### config.mk
export PLATFORM = sky130hd
export DESIGN_NAME = mem_lsu
export DESIGN_NICKNAME = d
export VERILOG_FILES = /design/src/rtl/lsu_pkg.sv /design/src/rtl/store_buffer.sv /design/src/rtl/mem_lsu.sv
export SDC_FILE = /design/constraint.sdc
export NUM_CORES = 1
export LEC_CHECK = 0
export BUFFER_PORTS_ARGS = -buffer_cell sky130_fd_sc_hd__buf_2
export CELL_PAD_IN_SITES_DETAIL_PLACEMENT = 0
export CELL_PAD_IN_SITES_GLOBAL_PLACEMENT = 2
export CORE_MARGIN = 5
export CORE_UTILIZATION = 41
export DETAILED_ROUTE_END_ITERATION = 7
export GPL_ROUTABILITY_DRIVEN = 0
export PLACE_DENSITY = 0.83
export SYNTH_ARGS = -nofsm -noshare
export SYNTH_HDL_FRONTEND = slang
export SYNTH_HIERARCHICAL = 1
export SYNTH_SLANG_ARGS = --single-unit
### constraint.sdc
create_clock -name clk -period 4.6 [get_ports clk]
set_input_delay 0.92 -clock clk [delete_from_list [all_inputs] [get_ports clk]]
set_output_delay 0.92 -clock clk [all_outputs]
set_load 0.005 [all_outputs]
### src/rtl/lsu_pkg.sv
//------------------------------------------------------------------------------
// Module   : lsu_pkg
// Brief    : Shared widths, FSM state type and store-buffer entry for mem_lsu.
// Revision : 1.0 - initial release
//------------------------------------------------------------------------------
`default_nettype none

package lsu_pkg;

  localparam int DW       = 19;
  localparam int AW       = 8;
  localparam int SB_DEPTH = 4;

  typedef enum logic [0:0] {
    IDLE    = 1'b0,
    RD_WAIT = 1'b1
  } lsu_state_e;

  typedef struct packed {
    logic [AW-1:0] addr;
    logic [DW-1:0] data;
  } sb_entry_t;

endpackage

`default_nettype wire

### src/rtl/store_buffer.sv
//------------------------------------------------------------------------------
// Module   : store_buffer
// Brief    : In-order circular store FIFO with a youngest-match forwarding port.
// Revision : 1.0 - initial release
//------------------------------------------------------------------------------
`default_nettype none

module store_buffer
  import lsu_pkg::*;
#(
  parameter int DEPTH = SB_DEPTH,
  localparam int PTR_W = $clog2(DEPTH),
  localparam int CNT_W = PTR_W + 1
) (
  input  logic             clk,
  input  logic             reset,
  input  logic             push,
  input  sb_entry_t        push_entry,
  input  logic             pop,
  output sb_entry_t        head,
  output logic             full,
  output logic             empty,
  output logic [CNT_W-1:0] count,
  input  logic [AW-1:0]    srch_addr,
  output logic             srch_hit,
  output logic [DW-1:0]    srch_data
);

  sb_entry_t        r_mem [DEPTH];
  logic [PTR_W-1:0] r_head;
  logic [PTR_W-1:0] r_tail;
  logic [CNT_W-1:0] r_count;
  logic [PTR_W-1:0] w_idx;

  always_ff @(posedge clk) begin
    if (reset) begin
      r_head  <= '0;
      r_tail  <= '0;
      r_count <= '0;
    end else begin
      if (push) begin
        r_tail <= r_tail + 1'b1;
      end
      if (pop) begin
        r_head <= r_head + 1'b1;
      end
      case ({push, pop})
        2'b10:   r_count <= r_count + 1'b1;
        2'b01:   r_count <= r_count - 1'b1;
        default: r_count <= r_count;
      endcase
    end
  end

  // Storage needs no reset: entries are only visible through the valid count.
  always_ff @(posedge clk) begin
    if (push) begin
      r_mem[r_tail] <= push_entry;
    end
  end

  // Scan oldest to youngest so the last match seen is the youngest one.
  always_comb begin
    srch_hit  = 1'b0;
    srch_data = '0;
    w_idx     = '0;
    for (int i = 0; i < DEPTH; i++) begin
      w_idx = r_head + PTR_W'(i);
      if ((CNT_W'(i) < r_count) && (r_mem[w_idx].addr == srch_addr)) begin
        srch_hit  = 1'b1;
        srch_data = r_mem[w_idx].data;
      end
    end
  end

  assign head  = r_mem[r_head];
  assign full  = (r_count == CNT_W'(DEPTH));
  assign empty = (r_count == '0);
  assign count = r_count;

endmodule

`default_nettype wire

### src/rtl/mem_lsu.sv
//------------------------------------------------------------------------------
// Module   : mem_lsu
// Brief    : MEM-stage load/store initiator with posted stores and forwarding.
// Revision : 1.0 - initial release
//------------------------------------------------------------------------------
`default_nettype none

module mem_lsu
  import lsu_pkg::*;
#(
  parameter int DW       = lsu_pkg::DW,
  parameter int AW       = lsu_pkg::AW,
  parameter int SB_DEPTH = lsu_pkg::SB_DEPTH
) (
  input  logic          clk,
  input  logic          reset,
  input  logic          req_valid,
  input  logic          req_we,
  input  logic [AW-1:0] req_addr,
  input  logic [DW-1:0] req_wdata,
  output logic          req_ready,
  output logic          ld_valid,
  output logic [DW-1:0] ld_data,
  output logic          sb_empty,
  output logic          MEM_memread,
  output logic          MEM_memwrite,
  output logic [AW-1:0] mem_addr,
  output logic [DW-1:0] mem_wdata,
  input  logic [DW-1:0] mem_rdata
);

  localparam int c_CNT_W = $clog2(SB_DEPTH) + 1;

  lsu_state_e         r_state;
  lsu_state_e         w_state_nxt;
  logic               r_ld_valid;
  logic [DW-1:0]      r_ld_data;

  logic               w_accept;
  logic               w_store;
  logic               w_load;
  logic               w_hit;
  logic               w_miss;
  logic               w_drain;
  sb_entry_t          w_push_entry;
  sb_entry_t          w_head;
  logic               w_sb_full;
  logic               w_sb_empty;
  logic [c_CNT_W-1:0] w_sb_count;
  logic               w_srch_hit;
  logic [DW-1:0]      w_srch_data;

  assign w_push_entry = '{addr: req_addr, data: req_wdata};

  store_buffer #(
    .DEPTH (SB_DEPTH)
  ) u_store_buffer (
    .clk        (clk),
    .reset      (reset),
    .push       (w_store),
    .push_entry (w_push_entry),
    .pop        (w_drain),
    .head       (w_head),
    .full       (w_sb_full),
    .empty      (w_sb_empty),
    .count      (w_sb_count),
    .srch_addr  (req_addr),
    .srch_hit   (w_srch_hit),
    .srch_data  (w_srch_data)
  );

  always_ff @(posedge clk) begin
    if (reset) begin
      r_state <= IDLE;
    end else begin
      r_state <= w_state_nxt;
    end
  end

  // Port strobes are masked during reset so no stale buffered store escapes.
  always_comb begin
    w_state_nxt  = r_state;
    req_ready    = (r_state == IDLE) && !(req_we && w_sb_full);
    w_accept     = req_valid && req_ready && !reset;
    w_store      = w_accept && req_we;
    w_load       = w_accept && !req_we;
    w_hit        = w_load && w_srch_hit;
    w_miss       = w_load && !w_srch_hit;
    w_drain      = !w_sb_empty && !w_miss && !reset;
    MEM_memread  = w_miss;
    MEM_memwrite = w_drain;
    mem_addr     = '0;
    mem_wdata    = '0;

    if (w_miss) begin
      mem_addr = req_addr;
    end else if (w_drain) begin
      mem_addr  = w_head.addr;
      mem_wdata = w_head.data;
    end

    case (r_state)
      IDLE:    if (w_miss) w_state_nxt = RD_WAIT;
      RD_WAIT: w_state_nxt = IDLE;
      default: w_state_nxt = IDLE;
    endcase
  end

  always_ff @(posedge clk) begin
    if (reset) begin
      r_ld_valid <= 1'b0;
      r_ld_data  <= '0;
    end else begin
      r_ld_valid <= w_hit || (r_state == RD_WAIT);
      if (w_hit) begin
        r_ld_data <= w_srch_data;
      end else if (r_state == RD_WAIT) begin
        r_ld_data <= mem_rdata;
      end
    end
  end

  assign ld_valid = r_ld_valid;
  assign ld_data  = r_ld_data;
  assign sb_empty = w_sb_empty;

  a_strobe_excl : assert property (@(posedge clk) disable iff (reset)
    !(MEM_memread && MEM_memwrite));

  a_count_range : assert property (@(posedge clk) disable iff (reset)
    w_sb_count <= c_CNT_W'(SB_DEPTH));

endmodule

`default_nettype wire
==> report_table.html, run 1 <==
<table>
<tr><th>Metric</th><th>Value</th></tr>
<tr><th colspan="2">GRT</th></tr>
<tr><td>Total congestion overflow</td><td>0</td></tr>
<tr><td>Antenna violations before repair</td><td>0</td></tr>
<tr><td>Via count of the first global-routing pass</td><td>6317</td></tr>
<tr><td>Gr usage total</td><td>between 10% and 20%</td></tr>
<tr><td>Wire length of the first global-routing pass</td><td>36200 um</td></tr>
<tr><td>Maximum number of pins on one net before global-route repair</td><td>57</td></tr>
<tr><th colspan="2">Synthesis</th></tr>
<tr><td>Ys flop type</td><td>sky130_fd_sc_hd__edfxtp_1</td></tr>
<tr><td>Mean post-synth cell area</td><td>approximately 13 um^2</td></tr>
<tr><td>Synthesized netlist net count</td><td>726</td></tr>
<tr><td>Count of different cell masters after synthesis</td><td>47</td></tr>
<tr><td>Proportion of netlist area held by the largest area contributor</td><td>a little under two fifths</td></tr>
<tr><td>Ranking of synthesized cells by area</td><td>sky130_fd_sc_hd__edfxtp_1, sky130_fd_sc_hd__mux4_2, sky130_fd_sc_hd__dfxtp_1, sky130_fd_sc_hd__xnor2_1, sky130_fd_sc_hd__mux2i_1</td></tr>
<tr><td>Cell count after synthesis</td><td>667</td></tr>
<tr><td>Area of the mapped netlist</td><td>around 0.0087 mm^2</td></tr>
<tr><td>EDFF count, synth</td><td>approximately 110</td></tr>
<tr><td>Synth Register Bits</td><td>roughly 140</td></tr>
<tr><td>Post-synthesis async set-or-reset flop share</td><td>0%</td></tr>
<tr><td>Post-synth top area cell</td><td>sky130_fd_sc_hd__edfxtp_1</td></tr>
<tr><td>Yosys warns</td><td>6</td></tr>
<tr><td>Sequential cell area fraction in the yosys report</td><td>roughly 44%</td></tr>
<tr><th colspan="2">Setup path</th></tr>
<tr><td>Critical-path maximum fanout</td><td>6</td></tr>
<tr><td>Data required time of the critical path</td><td>3.68 ns</td></tr>
<tr><td>Startpoint Class</td><td>flop</td></tr>
<tr><td>Data arrival at the endpoint of the critical path</td><td>3.60 ns</td></tr>
<tr><td>Setup crit end kind</td><td>output pin</td></tr>
<tr><td>Critical path class</td><td>flop to output pin</td></tr>
<tr><th colspan="2">Placement</th></tr>
<tr><td>Detailed placer's ending HPWL</td><td>around 15000 um</td></tr>
<tr><td>Number of buffer cells added on primary ports</td><td>100</td></tr>
<tr><td>Pre-CTS WS</td><td>-0.0857 ns</td></tr>
<tr><td>DP Area</td><td>about 0.0096 mm^2</td></tr>
<tr><th colspan="2">STA</th></tr>
<tr><td>Final hold viol count</td><td>0</td></tr>
<tr><td>Slew at the pin closest to its max-slew limit</td><td>0.994 ns</td></tr>
<tr><td>Worst-case clock skew</td><td>0.0106 ns</td></tr>
<tr><td>Final critical-path share of the clock period</td><td>98.3%</td></tr>
<tr><td>Normalized max-slew margin</td><td>between 30 and 40%</td></tr>
<tr><td>Unrepaired setup endpoints after global routing</td><td>yes</td></tr>
<tr><td>Total setup violations reported at the end of the flow</td><td>0</td></tr>
<tr><td>Time the final worst path needs with I/O delays and setup</td><td>between 4 and 5 ns</td></tr>
<tr><td>Count of pins over their slew limit</td><td>0</td></tr>
<tr><td>Final Worst Setup Slack</td><td>between 0.07 and 0.08 ns</td></tr>
<tr><td>Fmax achieved</td><td>221 MHz</td></tr>
<tr><td>Setup TNS Final</td><td>0 ns</td></tr>
<tr><th colspan="2">Drt</th></tr>
<tr><td>Vias</td><td>around 6400</td></tr>
<tr><td>Drt initial violations</td><td>544</td></tr>
<tr><td>Residual DRC count</td><td>0</td></tr>
<tr><td>Remaining antenna violation count after routing</td><td>0</td></tr>
<tr><td>Vias per cell</td><td>about 6.0</td></tr>
<tr><td>Detailed-route wire length per cell</td><td>roughly 22 um</td></tr>
<tr><td>Detailed-router iteration count before antenna repair</td><td>5</td></tr>
<tr><td>Aggregate routed wire length</td><td>about 24000 um</td></tr>
<tr><th colspan="2">Layout</th></tr>
<tr><td>Cell area after layout</td><td>0.0105 mm^2</td></tr>
<tr><td>Final core utilization</td><td>between 40% and 50%</td></tr>
<tr><td>Count of inserted antenna diode cells</td><td>0</td></tr>
<tr><td>Total number of nets in the final design</td><td>843</td></tr>
<tr><td>Commonest non-fill, non-tap cell in the layout</td><td>sky130_fd_sc_hd__edfxtp_1</td></tr>
<tr><td>Highest-count cells in the layout ignoring fill and taps</td><td>sky130_fd_sc_hd__edfxtp_1, sky130_fd_sc_hd__buf_2, sky130_fd_sc_hd__mux4_2, sky130_fd_sc_hd__buf_4, sky130_fd_sc_hd__nand2_1</td></tr>
<tr><td>Filler Cell Count</td><td>1815</td></tr>
<tr><td>Fraction of final layout cells sized beyond drive strength 1</td><td>about 39%</td></tr>
<tr><td>Synthesis-to-layout area growth</td><td>20.1%</td></tr>
<tr><th colspan="2">Pwr</th></tr>
<tr><td>Total power consumption of the routed design</td><td>between 0.003 and 0.004 W</td></tr>
<tr><td>Leakage power total</td><td>3.53 nW</td></tr>
<tr><td>Power density over cell area</td><td>353 mW/mm^2</td></tr>
<tr><td>Worst VDD drop</td><td>0.305 mV</td></tr>
<tr><th colspan="2">Clock network</th></tr>
<tr><td>Clock latency reported for the late side of the worst-skew pair</td><td>between 0.4 and 0.5 ns</td></tr>
<tr><td>Number of buffers between clock root and the deepest sink</td><td>2</td></tr>
<tr><td>Clock H-tree levels</td><td>4</td></tr>
<tr><td>Number of CTS-inserted buffers</td><td>17</td></tr>
<tr><td>Clock slew seen by the registers of the worst setup and hold paths</td><td>0.06 ns</td></tr>
<tr><td>Sinks on Clock Net</td><td>around 140</td></tr>
<tr><td>Root buffer cell</td><td>sky130_fd_sc_hd__clkbuf_16</td></tr>
<tr><td>TritonCTS clock tree</td><td>yes</td></tr>
<tr><th colspan="2">Floorplanning</th></tr>
<tr><td>Number of placement rows</td><td>53</td></tr>
<tr><td>Initial core utilization</td><td>41.6%</td></tr>
<tr><td>Vertical die dimension</td><td>156 um</td></tr>
<tr><td>Placeable core region</td><td>0.0210 mm^2</td></tr>
<tr><td>Die area</td><td>approximately 0.024 mm^2</td></tr>
<tr><td>Die width</td><td>156 um</td></tr>
<tr><td>I/O pins</td><td>about 100</td></tr>
<tr><th colspan="2">Min path</th></tr>
<tr><td>Type of the tightest min-delay check</td><td>flop to flop</td></tr>
<tr><th colspan="2">Status</th></tr>
<tr><td>Result of the run</td><td>finished, final reports clean</td></tr>
<tr><th colspan="2">Flow run</th></tr>
<tr><td>Max-capacitance violation count</td><td>0</td></tr>
</table>
-- cell usage after synthesis (3+ instances only) --
cell / number
sky130_fd_sc_hd__edfxtp_1: 108
sky130_fd_sc_hd__a211oi_1: 11
sky130_fd_sc_hd__a22o_1: 8
sky130_fd_sc_hd__buf_2: 29
sky130_fd_sc_hd__mux2i_1: 23
sky130_fd_sc_hd__buf_4: 5
sky130_fd_sc_hd__nor2b_1: 21
sky130_fd_sc_hd__xnor2_1: 27
sky130_fd_sc_hd__nand2_1: 41
sky130_fd_sc_hd__dfxtp_1: 30
sky130_fd_sc_hd__nor2_1: 9
sky130_fd_sc_hd__nand3_1: 21
sky130_fd_sc_hd__buf_1: 4
sky130_fd_sc_hd__mux2_2: 12
sky130_fd_sc_hd__a21oi_2: 4
sky130_fd_sc_hd__a21oi_1: 29
sky130_fd_sc_hd__or3_1: 4
sky130_fd_sc_hd__buf_6: 3
sky130_fd_sc_hd__mux4_2: 83
sky130_fd_sc_hd__xor2_1: 13
sky130_fd_sc_hd__nand4_1: 3
sky130_fd_sc_hd__nor4_1: 9
sky130_fd_sc_hd__a221oi_1: 19
sky130_fd_sc_hd__o21ai_0: 21
sky130_fd_sc_hd__and2_1: 25
sky130_fd_sc_hd__clkbuf_1: 18
sky130_fd_sc_hd__a211oi_2: 10
sky130_fd_sc_hd__a21o_1: 19
sky130_fd_sc_hd__a22oi_1: 9
sky130_fd_sc_hd__inv_1: 24
sky130_fd_sc_hd__ha_1: 9
-- cell families after synthesis --
family                   Yosys count  share of synthesized area, %
adder cells (fa/ha/maj)            9                          1.29
AO/OA/AOI/OAI                    133                          11.1
buffers and inverters             84                          4.62
flip-flops                       138                          44.0
XOR/XNOR                          40                          4.01
AND/OR/NAND/NOR                  145                          9.49
multiplexers                     118                          25.6
-- critical path, stage by stage, from the launching register on --
cell and delay (ns):
sky130_fd_sc_hd__dfxtp_4 0.42, sky130_fd_sc_hd__buf_6 0.16, sky130_fd_sc_hd__mux4_2 0.51, sky130_fd_sc_hd__xnor2_1 0.16, sky130_fd_sc_hd__o2111ai_1 0.16, sky130_fd_sc_hd__nor3_2 0.08, sky130_fd_sc_hd__or4_4 0.56, sky130_fd_sc_hd__nor4b_4 0.38
sky130_fd_sc_hd__buf_4 0.19, sky130_fd_sc_hd__nor3_4 0.04, sky130_fd_sc_hd__buf_4 0.19, sky130_fd_sc_hd__a22o_1 0.20, sky130_fd_sc_hd__buf_2 0.13
-- where the power goes --
part           switching, W  leakage, nW  internal (W)
sequential        0.0000349         1.22       0.00137
clock              0.000506        0.299      0.000934
combinational      0.000406         2.01      0.000449
total              0.000947         3.53       0.00276
-- through the flow --
step	hold slack (ns)	instances
6_report	0.580	1072
5_1_grt	0.607	1072
4_1_cts	0.577	1054
3_5_place_dp	0.565	1014
3_3_place_gp	0.527	1014
2_1_floorplan	0.512	667
-- what timing repair did --
action,4_1_cts,5_1_grt
hold buffers,0,0
pin swaps,3,3
setup buffers,7,17
resized for setup,8,9
cloned,1,1
setup endpoints to repair,28,17
-- path summary, 6_finish.rpt --
path / startpoint / end / slack (ns) / cells past startpoint
hold reg to reg: u_store_buffer/r_tail[0] / u_store_buffer/r_tail[0] / 0.58 / 2
hold / removal: u_store_buffer/r_tail[0] / u_store_buffer/r_tail[0] / 0.58 / 2
setup / recovery: u_store_buffer/r_head[0] / mem_addr[1] / 0.08 / 12
setup reg to reg: u_store_buffer/r_head[0] / u_store_buffer/count[2] / 0.69 / 14
-- routing by layer --
metal | GRT usage (%) | up-vias | share of wire (%)
li1 | - | 2861 | -
met1 | 25.7 | 3222 | 41
met2 | 31.5 | 276 | 49
met3 | 4.52 | 35 | 8.2
met4 | 5.92 | 0 | 1.6
met5 | 0 | - | 0
-- cell type report --
class	count	area (um^2)	share of cell area, %
Sequential cell	138	3850	36.7
Clock buffer	21	460	4.38
Timing Repair Buffer	157	1030	9.82
Multi-Input combinational cell	446	4560	43.4
Inverter	24	90.1	0.858
Clock inverter	11	170	1.62
Tap cell	275	344	3.28
-- flip-flops by register name, indices dropped and copies added, names as in the netlist, named ones only --
name / cells
u_store_buffer/r_head: 2
ld_data: 19
u_store_buffer/r_tail: 2
u_store_buffer/r_mem: 108
r_state: 1
u_store_buffer/count: 3
ld_valid: 1
Note: power is estimated with default switching activity, not from simulation.
==> inputs of run 2 (changes only) <==
Settings changed: CORE_MARGIN 5 to 4.
==> report_table.html, run 2 (synthesis gave the netlist of run 1 again) <==
<table>
<tr><th>Metric</th><th>Value</th></tr>
<tr><th colspan="2">Status</th></tr>
<tr><td>Result of the run</td><td>finished, final reports clean</td></tr>
<tr><th colspan="2">Clock network</th></tr>
<tr><td>Count of hold-fix buffers inserted at cts</td><td>0</td></tr>
<tr><td>Number of CTS-inserted buffers</td><td>17</td></tr>
<tr><td>TritonCTS clock tree</td><td>yes</td></tr>
<tr><td>Number of buffers between clock root and the deepest sink</td><td>2</td></tr>
<tr><td>Root buffer cell</td><td>sky130_fd_sc_hd__clkbuf_16</td></tr>
<tr><td>Clock H-tree levels</td><td>4</td></tr>
<tr><td>Clock slew seen by the registers of the worst setup and hold paths</td><td>approximately 0.060 ns</td></tr>
<tr><td>Sinks on Clock Net</td><td>138</td></tr>
<tr><td>Clock latency reported for the late side of the worst-skew pair</td><td>about 0.42 ns</td></tr>
<tr><th colspan="2">Floorplanning</th></tr>
<tr><td>I/O pins</td><td>101</td></tr>
<tr><td>Initial core utilization</td><td>41.6%</td></tr>
<tr><td>Vertical die dimension</td><td>154 um</td></tr>
<tr><td>Die area</td><td>0.0237 mm^2</td></tr>
<tr><td>Die width</td><td>154 um</td></tr>
<tr><td>Number of placement rows</td><td>53</td></tr>
<tr><td>Placeable core region</td><td>~0.021 mm^2</td></tr>
<tr><th colspan="2">STA</th></tr>
<tr><td>Worst-case clock skew</td><td>0.00803 ns</td></tr>
<tr><td>Total setup violations reported at the end of the flow</td><td>0</td></tr>
<tr><td>Setup TNS Final</td><td>0 ns</td></tr>
<tr><td>Fmax achieved</td><td>about 220 MHz</td></tr>
<tr><td>Time the final worst path needs with I/O delays and setup</td><td>roughly 4.5 ns</td></tr>
<tr><td>Final hold viol count</td><td>0</td></tr>
<tr><td>Unrepaired setup endpoints after global routing</td><td>no</td></tr>
<tr><td>Min Hold Slack</td><td>0.570 ns</td></tr>
<tr><td>Final critical-path share of the clock period</td><td>between 90 and 100%</td></tr>
<tr><td>Slew at the pin closest to its max-slew limit</td><td>0.968 ns</td></tr>
<tr><td>Normalized max-slew margin</td><td>35.5%</td></tr>
<tr><td>Count of pins over their slew limit</td><td>0</td></tr>
<tr><th colspan="2">Layout</th></tr>
<tr><td>Largest reg by FF count</td><td>u_store_buffer/r_mem</td></tr>
<tr><td>Final core utilization</td><td>roughly half</td></tr>
<tr><td>Highest-count cells in the layout ignoring fill and taps</td><td>sky130_fd_sc_hd__edfxtp_1, sky130_fd_sc_hd__buf_2, sky130_fd_sc_hd__mux4_2, sky130_fd_sc_hd__nand2_1, sky130_fd_sc_hd__buf_4</td></tr>
<tr><td>Count of inserted antenna diode cells</td><td>0</td></tr>
<tr><td>Area taken by multi-input logic gates</td><td>0.00455 mm^2</td></tr>
<tr><td>Post-Layout Cell Count</td><td>about 1100</td></tr>
<tr><td>Total number of nets in the final design</td><td>829</td></tr>
<tr><td>Commonest non-fill, non-tap cell in the layout</td><td>sky130_fd_sc_hd__edfxtp_1</td></tr>
<tr><td>Total area of sequential cells</td><td>0.00385 mm^2</td></tr>
<tr><td>Filler Cell Count</td><td>1792</td></tr>
<tr><td>Fraction of final layout cells sized beyond drive strength 1</td><td>38.2%</td></tr>
<tr><td>Number of flip-flops under the largest register name</td><td>108</td></tr>
<tr><td>Synthesis-to-layout area growth</td><td>17.9%</td></tr>
<tr><th colspan="2">Min path</th></tr>
<tr><td>Worst Min Path Start</td><td>u_store_buffer/r_tail[0]</td></tr>
<tr><td>Type of the tightest min-delay check</td><td>flop to flop</td></tr>
<tr><th colspan="2">GRT</th></tr>
<tr><td>Gr usage total</td><td>19.1%</td></tr>
<tr><td>Total congestion overflow</td><td>0</td></tr>
<tr><td>Antenna violations before repair</td><td>0</td></tr>
<tr><td>Via count of the first global-routing pass</td><td>~6300</td></tr>
<tr><td>Maximum number of pins on one net before global-route repair</td><td>60</td></tr>
<tr><td>Wire length of the first global-routing pass</td><td>35200 um</td></tr>
<tr><th colspan="2">Drt</th></tr>
<tr><td>Drt initial violations</td><td>390</td></tr>
<tr><td>Residual DRC count</td><td>0</td></tr>
<tr><td>Detailed-route wire length per cell</td><td>21.4 um</td></tr>
<tr><td>Vias</td><td>6252</td></tr>
<tr><td>Remaining antenna violation count after routing</td><td>0</td></tr>
<tr><td>Aggregate routed wire length</td><td>about 23000 um</td></tr>
<tr><td>Detailed-router iteration count before antenna repair</td><td>4</td></tr>
<tr><td>Vias per cell</td><td>5.91</td></tr>
<tr><th colspan="2">Setup path</th></tr>
<tr><td>Critical R2R Launch</td><td>u_store_buffer/r_head[0]</td></tr>
<tr><td>Data required time of the critical path</td><td>3.68 ns</td></tr>
<tr><td>First element of the critical path</td><td>u_store_buffer/r_head[0]</td></tr>
<tr><td>Critical-path maximum fanout</td><td>12</td></tr>
<tr><td>Setup crit end kind</td><td>output pin</td></tr>
<tr><td>Data arrival at the endpoint of the critical path</td><td>3.53 ns</td></tr>
<tr><td>Startpoint Class</td><td>flop</td></tr>
<tr><td>Critical path class</td><td>flop to output pin</td></tr>
<tr><th colspan="2">Pwr</th></tr>
<tr><td>Power density over cell area</td><td>343 mW/mm^2</td></tr>
<tr><td>Leakage power total</td><td>around 3.4 nW</td></tr>
<tr><td>Worst VDD drop</td><td>0.243 mV</td></tr>
<tr><th colspan="2">Placement</th></tr>
<tr><td>DP Cell Count</td><td>1014</td></tr>
<tr><td>Number of buffer cells added on primary ports</td><td>100</td></tr>
<tr><td>Detailed placer's ending HPWL</td><td>between 15000 and 20000 um</td></tr>
<tr><th colspan="2">Flow run</th></tr>
<tr><td>Max-capacitance violation count</td><td>0</td></tr>
</table>
## run 2: worst paths after layout
| kind | end | slack, ns | cells after the start |
|---|---|---|---|
| max | mem_addr[5] | 0.15 | 12 |
| min | u_store_buffer/r_tail[0] | 0.57 | 2 |
| max reg2reg | u_store_buffer/count[2] | 0.73 | 14 |
| min reg2reg | u_store_buffer/r_tail[0] | 0.57 | 2 |
## run 2: what timing repair did
| item | CTS | global route |
|---|---|---|
| endpoints found under the setup margin | 28 | 24 |
| pin swaps | 3 | 2 |
| resized for setup | 2 | 6 |
| cloned | 1 | 0 |
| setup buffers | 6 | 5 |
## run 2: cell type report
cell class / count / share of cell area (%)
multi-input cells: 446 / 44.1
flip-flops and latches: 138 / 37.4
repair buffers: 143 / 8.64
clock buffers: 17 / 4.13
well taps: 275 / 3.34
clock inverters: 14 / 1.52
inverters: 24 / 0.874
## run 2: layer usage
metal,GRT usage [%],up-vias,wire length (um)
li1,-,2832,-
met1,25.6,3109,9500
met2,30.9,276,11000
met3,4.73,35,1840
met4,5.93,0,369
met5,0,-,0
## run 2: report_power, final
| group | internal (W) | total (W) | switching [W] |
|---|---|---|---|
| Combinational | 0.000403 | 0.000785 | 0.000381 |
| Sequential | 0.00137 | 0.00141 | 0.0000367 |
| Clock | 0.000840 | 0.00134 | 0.000500 |
| Total | 0.00262 | 0.00353 | 0.000918 |
## run 2: metrics by stage
stage / power, W / setup WS (ns) / area [um^2]
floorplan: 0.00197 / 0.480 / 8740
global placement: 0.00217 / 0.135 / 9580
detailed placement: 0.00218 / 0.0901 / 9580
CTS: 0.00354 / 0.00120 / 10200
global route: 0.00369 / 0.0316 / 10300
finish: 0.00353 / 0.149 / 10300
## run 2: critical path, stage by stage (launching register included)
cell and delay (ns):
sky130_fd_sc_hd__dfxtp_4 0.39, sky130_fd_sc_hd__buf_6 0.15, sky130_fd_sc_hd__mux4_2 0.51, sky130_fd_sc_hd__xnor2_1 0.15, sky130_fd_sc_hd__o2111ai_1 0.17, sky130_fd_sc_hd__nor3_2 0.08, sky130_fd_sc_hd__or4_4 0.55, sky130_fd_sc_hd__nor4b_4 0.38
sky130_fd_sc_hd__buf_4 0.19, sky130_fd_sc_hd__nor3_4 0.05, sky130_fd_sc_hd__buf_12 0.18, sky130_fd_sc_hd__a22o_1 0.18, sky130_fd_sc_hd__buf_2 0.13
